--- config.mk ---
export PLATFORM = sky130hd
export DESIGN_NAME = instr_fetch
export DESIGN_NICKNAME = d
export VERILOG_FILES = /design/src/rtl/instr_fetch.sv
export SDC_FILE = /design/constraint.sdc
export NUM_CORES = 1
export LEC_CHECK = 0
export BUFFER_PORTS_ARGS = -buffer_cell sky130_fd_sc_hd__buf_2
export CAP_MARGIN = 40
export CORE_ASPECT_RATIO = 0.75
export CORE_MARGIN = 3
export CORE_UTILIZATION = 49
export CTS_CLUSTER_SIZE = 10
export DETAILED_ROUTE_END_ITERATION = 7
export PLACE_DENSITY = 0.73
export SLEW_MARGIN = 20
export SYNTH_ARGS = -nofsm -noshare
export SYNTH_HDL_FRONTEND = slang
export SYNTH_SLANG_ARGS = --single-unit
--- constraint.sdc ---
create_clock -name clk -period 2.7 [get_ports clk]
set_input_delay 0.675 -clock clk [delete_from_list [all_inputs] [get_ports clk]]
set_output_delay 0.675 -clock clk [all_outputs]
set_load 0.02 [all_outputs]
--- src/rtl/instr_fetch.sv ---
// Byte-serial instruction fetch: assembles 3-byte big-endian words from a
// byte ROM, holds them for the decoder, and supports jumps and halting.
module instr_fetch #(
  parameter logic [5:0] START_ADDR = 6'd0,
  parameter logic [5:0] END_ADDR   = 6'd33
) (
  input  logic        clk,
  input  logic        rst_n,
  input  logic        start,
  output logic        rom_cs,
  output logic [5:0]  rom_addr,
  input  logic [7:0]  rom_data,
  output logic [23:0] instr,
  output logic        instr_valid,
  input  logic        instr_ready,
  input  logic        jmp_en,
  input  logic [5:0]  jmp_addr,
  output logic [5:0]  pc,
  output logic        halted
);

  typedef enum logic [1:0] {
    IDLE,
    FETCH,
    HOLD,
    HALT
  } state_e;

  state_e      state_q, state_d;
  logic [5:0]  pc_q, pc_d;
  logic [1:0]  cnt_q, cnt_d;
  logic [15:0] part_q, part_d;
  logic [23:0] instr_q, instr_d;
  logic        valid_q, valid_d;
  logic        cs_q, cs_d;
  logic [5:0]  addr_q, addr_d;
  logic        halt_q, halt_d;
  logic [5:0]  pc_inc;

  assign pc_inc = pc_q + 6'd3;

  always_comb begin
    state_d = state_q;
    pc_d    = pc_q;
    cnt_d   = cnt_q;
    part_d  = part_q;
    instr_d = instr_q;
    valid_d = valid_q;
    unique case (state_q)
      IDLE, HALT: begin
        if (start) begin
          pc_d    = START_ADDR;
          cnt_d   = 2'd0;
          state_d = (START_ADDR >= END_ADDR) ? HALT : FETCH;
        end
      end
      FETCH: begin
        if (jmp_en) begin
          pc_d    = jmp_addr;
          cnt_d   = 2'd0;
          valid_d = 1'b0;
          state_d = (jmp_addr >= END_ADDR) ? HALT : FETCH;
        end else begin
          unique case (cnt_q)
            2'd0: begin
              part_d[15:8] = rom_data;
              cnt_d        = 2'd1;
            end
            2'd1: begin
              part_d[7:0] = rom_data;
              cnt_d       = 2'd2;
            end
            default: begin
              // instr only changes once a whole word is in hand
              instr_d = {part_q, rom_data};
              valid_d = 1'b1;
              cnt_d   = 2'd0;
              state_d = HOLD;
            end
          endcase
        end
      end
      HOLD: begin
        if (jmp_en) begin
          pc_d    = jmp_addr;
          cnt_d   = 2'd0;
          valid_d = 1'b0;
          state_d = (jmp_addr >= END_ADDR) ? HALT : FETCH;
        end else if (instr_ready) begin
          pc_d    = pc_inc;
          valid_d = 1'b0;
          state_d = (pc_inc >= END_ADDR) ? HALT : FETCH;
        end
      end
      default: state_d = IDLE;
    endcase
  end

  always_comb begin
    cs_d   = (state_d == FETCH);
    addr_d = cs_d ? (pc_d + {4'd0, cnt_d}) : pc_d;
    halt_d = (state_d == HALT);
  end

  always_ff @(posedge clk or negedge rst_n) begin
    if (!rst_n) begin
      state_q <= IDLE;
      pc_q    <= START_ADDR;
      cnt_q   <= 2'd0;
      part_q  <= 16'h0000;
      instr_q <= 24'h000000;
      valid_q <= 1'b0;
      cs_q    <= 1'b0;
      addr_q  <= START_ADDR;
      halt_q  <= 1'b0;
    end else begin
      state_q <= state_d;
      pc_q    <= pc_d;
      cnt_q   <= cnt_d;
      part_q  <= part_d;
      instr_q <= instr_d;
      valid_q <= valid_d;
      cs_q    <= cs_d;
      addr_q  <= addr_d;
      halt_q  <= halt_d;
    end
  end

  assign rom_cs      = cs_q;
  assign rom_addr    = addr_q;
  assign instr       = instr_q;
  assign instr_valid = valid_q;
  assign pc          = pc_q;
  assign halted      = halt_q;

endmodule

==> results.sh <==
export IMPL_gp_congestion=0.880
export IMPL_track_usage_pct=21.4
export IMPL_finalCritPeriodShare_pct=94.5
export IMPL_synthCells=235
export IMPL_peakVddDrop_mv=0.924
export IMPL_worstPathMaxFanout=3
export IMPL_cp_start_kind="flip-flop"
export IMPL_endpoint_kind="flip-flop"
export IMPL_stdcell_count=400
export IMPL_crit_chain="inv_1, ha_1, or3b_1, nand2_1, a22o_1, ha_2, inv_1, fa_1, nor4_2, nand2_1, xnor2_1"
export IMPL_cts_tree="yes"
export IMPL_ys_warnings_count=0
export IMPL_drt_iter0_markers=139
export IMPL_routed_wirelength_mm=6.53
export IMPL_dp_hpwl_mm=4.89
export IMPL_postCtsSetupBuffers=0
export IMPL_antenna_found_initial=0
export IMPL_first_global_vias=2181
export IMPL_ys_ff_latch=59
export IMPL_cts_root_buf="clkbuf_8"
export IMPL_worst_pin_slew_ns=0.725
export IMPL_utilization_pct=66.7
export IMPL_dr_total_vias=2146
export IMPL_crit_type="flip-flop to flip-flop"
export IMPL_core_area_mm2=0.00547
export IMPL_fp_dieH_um=72.1
export IMPL_fin_crit_ns=2.55
export IMPL_place_ws_ns=-0.0398
export IMPL_hold_violations=0
export IMPL_start_util_pct=52.1
export IMPL_grt_ovfl_total=0
export IMPL_grt_max_degree=34
export IMPL_cts_buffers_inserted=9
export IMPL_area_growth_pct=28.0
export IMPL_status="complete, no violations"
export IMPL_syn_area_mm2=0.00285
export IMPL_synthesis_nets=262
export IMPL_layout_cells_most_common_list="dfrtp_1, buf_2, mux2_2"
export IMPL_htree_levels=3
export IMPL_fp_dieW_um=94.1
export IMPL_rsz0062_at_grt="yes"
export IMPL_required_ns=2.93
export IMPL_placed_cells=384
export IMPL_antenna_cells=0
export IMPL_r2r_start="state_q[0]$_DFF_PN0_"
export IMPL_drive_gt1_share_pct=47.7
export IMPL_cts_clk_slew_worst_paths_ns=0.07
export IMPL_leakage_nw=1.81
export IMPL_max_stage_delay_ns=0.46
export IMPL_slew_viol_final=0
export IMPL_synth_seq_area_share_pct=51.8
export IMPL_critPathLaunch="state_q[0]$_DFF_PN0_"
export IMPL_power_w=0.00452
export IMPL_powerDensity_mw_per_mm2=1240
export IMPL_grt_pass1_wl_mm=11.0
export IMPL_num_rows=23
export IMPL_cts_num_sinks=59
export IMPL_final_common_cell="dfrtp_1"
export IMPL_final_nets=347
export IMPL_firstDrtPassIters=4
export IMPL_ant_nets=0
export IMPL_fin_setup_tns_ns=0
export IMPL_max_freq_ghz=0.392
export IMPL_clk_latency_ns=0.34
export IMPL_cts_buffer_depth=2
export IMPL_path_depth=11
export IMPL_cp_top_family="adder cells"
export IMPL_routed_via_density=5.37
export IMPL_syn_area_per_cell_um2=12.1
export IMPL_skew_ns=0.00686
export IMPL_synth_cell_types=52
export IMPL_setup_ws_ns=0.149
export IMPL_max_slew_margin_pct=51.4
export IMPL_critPathArrivalTime_ns=2.78
export IMPL_setup_viol=0
export IMPL_pin_count=58
export IMPL_drv_cap=0
export IMPL_port_buffers=57
export IMPL_async_flop_share_pct=100
export IMPL_synth_edf_count=0
export IMPL_path_buf_inv=2
export IMPL_ys_flop_type="dfrtp_1"
export IMPL_dieArea_mm2=0.00678
export IMPL_wire_per_inst_um=16.3
export IMPL_worst_path_max_delay_cell="fa_1"
export IMPL_reg2reg_depth=11
export IMPL_hold_class="input port to asynchronous set/reset pin"
export IMPL_drc=0
-- where the power goes --
part           switching (W)  internal [W]  total [W]
Combinational        0.00118      0.000928    0.00211
Sequential          0.000244       0.00127    0.00151
Clock               0.000356      0.000544   0.000900
-- path summary, 6_finish.rpt --
check	slack (ns)	to
max	0.15	rom_addr[4]$_DFF_PN0_
min reg2reg	0.50	instr[0]$_DFFE_PN0P_
max in group asynchronous	1.65	instr_valid$_DFFE_PN0P_
max reg2reg	0.15	rom_addr[4]$_DFF_PN0_
min in group clk	0.50	instr[0]$_DFFE_PN0P_
min	0.38	part_q[14]$_DFFE_PN0P_
-- state kept, by name, summed over array words and instances, names as in the netlist --
signal	flops
rom_addr	6
instr	24
cnt_q	2
rom_cs	1
part_q	16
state_q	2
halted	1
instr_valid	1
pc	6
-- metal layers --
layer / GRT usage [%] / vias to the layer above / wire length, µm
met2: 31.4 / 71 / 2870
met5: 0 / - / 0
met1: 31.0 / 1060 / 3090
met3: 7.25 / 4 / 537
li1: - / 1011 / -
met4: 4.81 / 0 / 34
-- synth_stat cells, types with 4 or more instances --
cell	count	area [µm²]
dfrtp_1	59	1480
mux2_2	40	450
nand2_1	14	52.6
inv_1	13	48.8
a21oi_1	7	35.0
ha_1	7	87.6
nor2_1	7	26.3
buf_2	6	30.0
o21ai_0	6	30.0
nor2b_1	5	31.3
xnor2_1	5	43.8
mux2i_1	4	40.0
nand2b_1	4	25.0
nand3b_1	4	30.0
-- cell families (layout without fill, tap and decap cells) --
kind of cell,after synthesis,count (layout),share of synthesized area (%)
AO/OA/AOI/OAI,38,38,9.57
buffers and inverters,26,116,3.82
XOR/XNOR,5,5,1.54
flip-flops,59,59,51.8
multiplexers,45,45,17.6
AND/OR/NAND/NOR,54,54,11.9
adder cells (fa/ha/maj),8,8,3.78
-- layout make-up --
cell class	count	area, µm²
fill	425	1820
sequential	59	1480
multi-input combinational	150	1300
timing repair buffer	85	495
clock buffer	10	138
tap	75	93.8
clock inverter	6	88.8
inverter	15	56.3
-- metrics by stage --
| stage | hold slack [ns] | area [µm²] |
|---|---|---|
| finish | 0.375 | 3650 |
| global route | 0.412 | 3650 |
| CTS | 0.394 | 3640 |
| detailed placement | 0.488 | 3410 |
| global placement | 0.481 | 3410 |
| floorplan | 0.379 | 2870 |
-- repair_timing --
action	CTS	global route
endpoints found under the setup margin	0	3
gates resized for setup	0	2
hold buffers	0	0
Power figures use the tool's default switching activity.
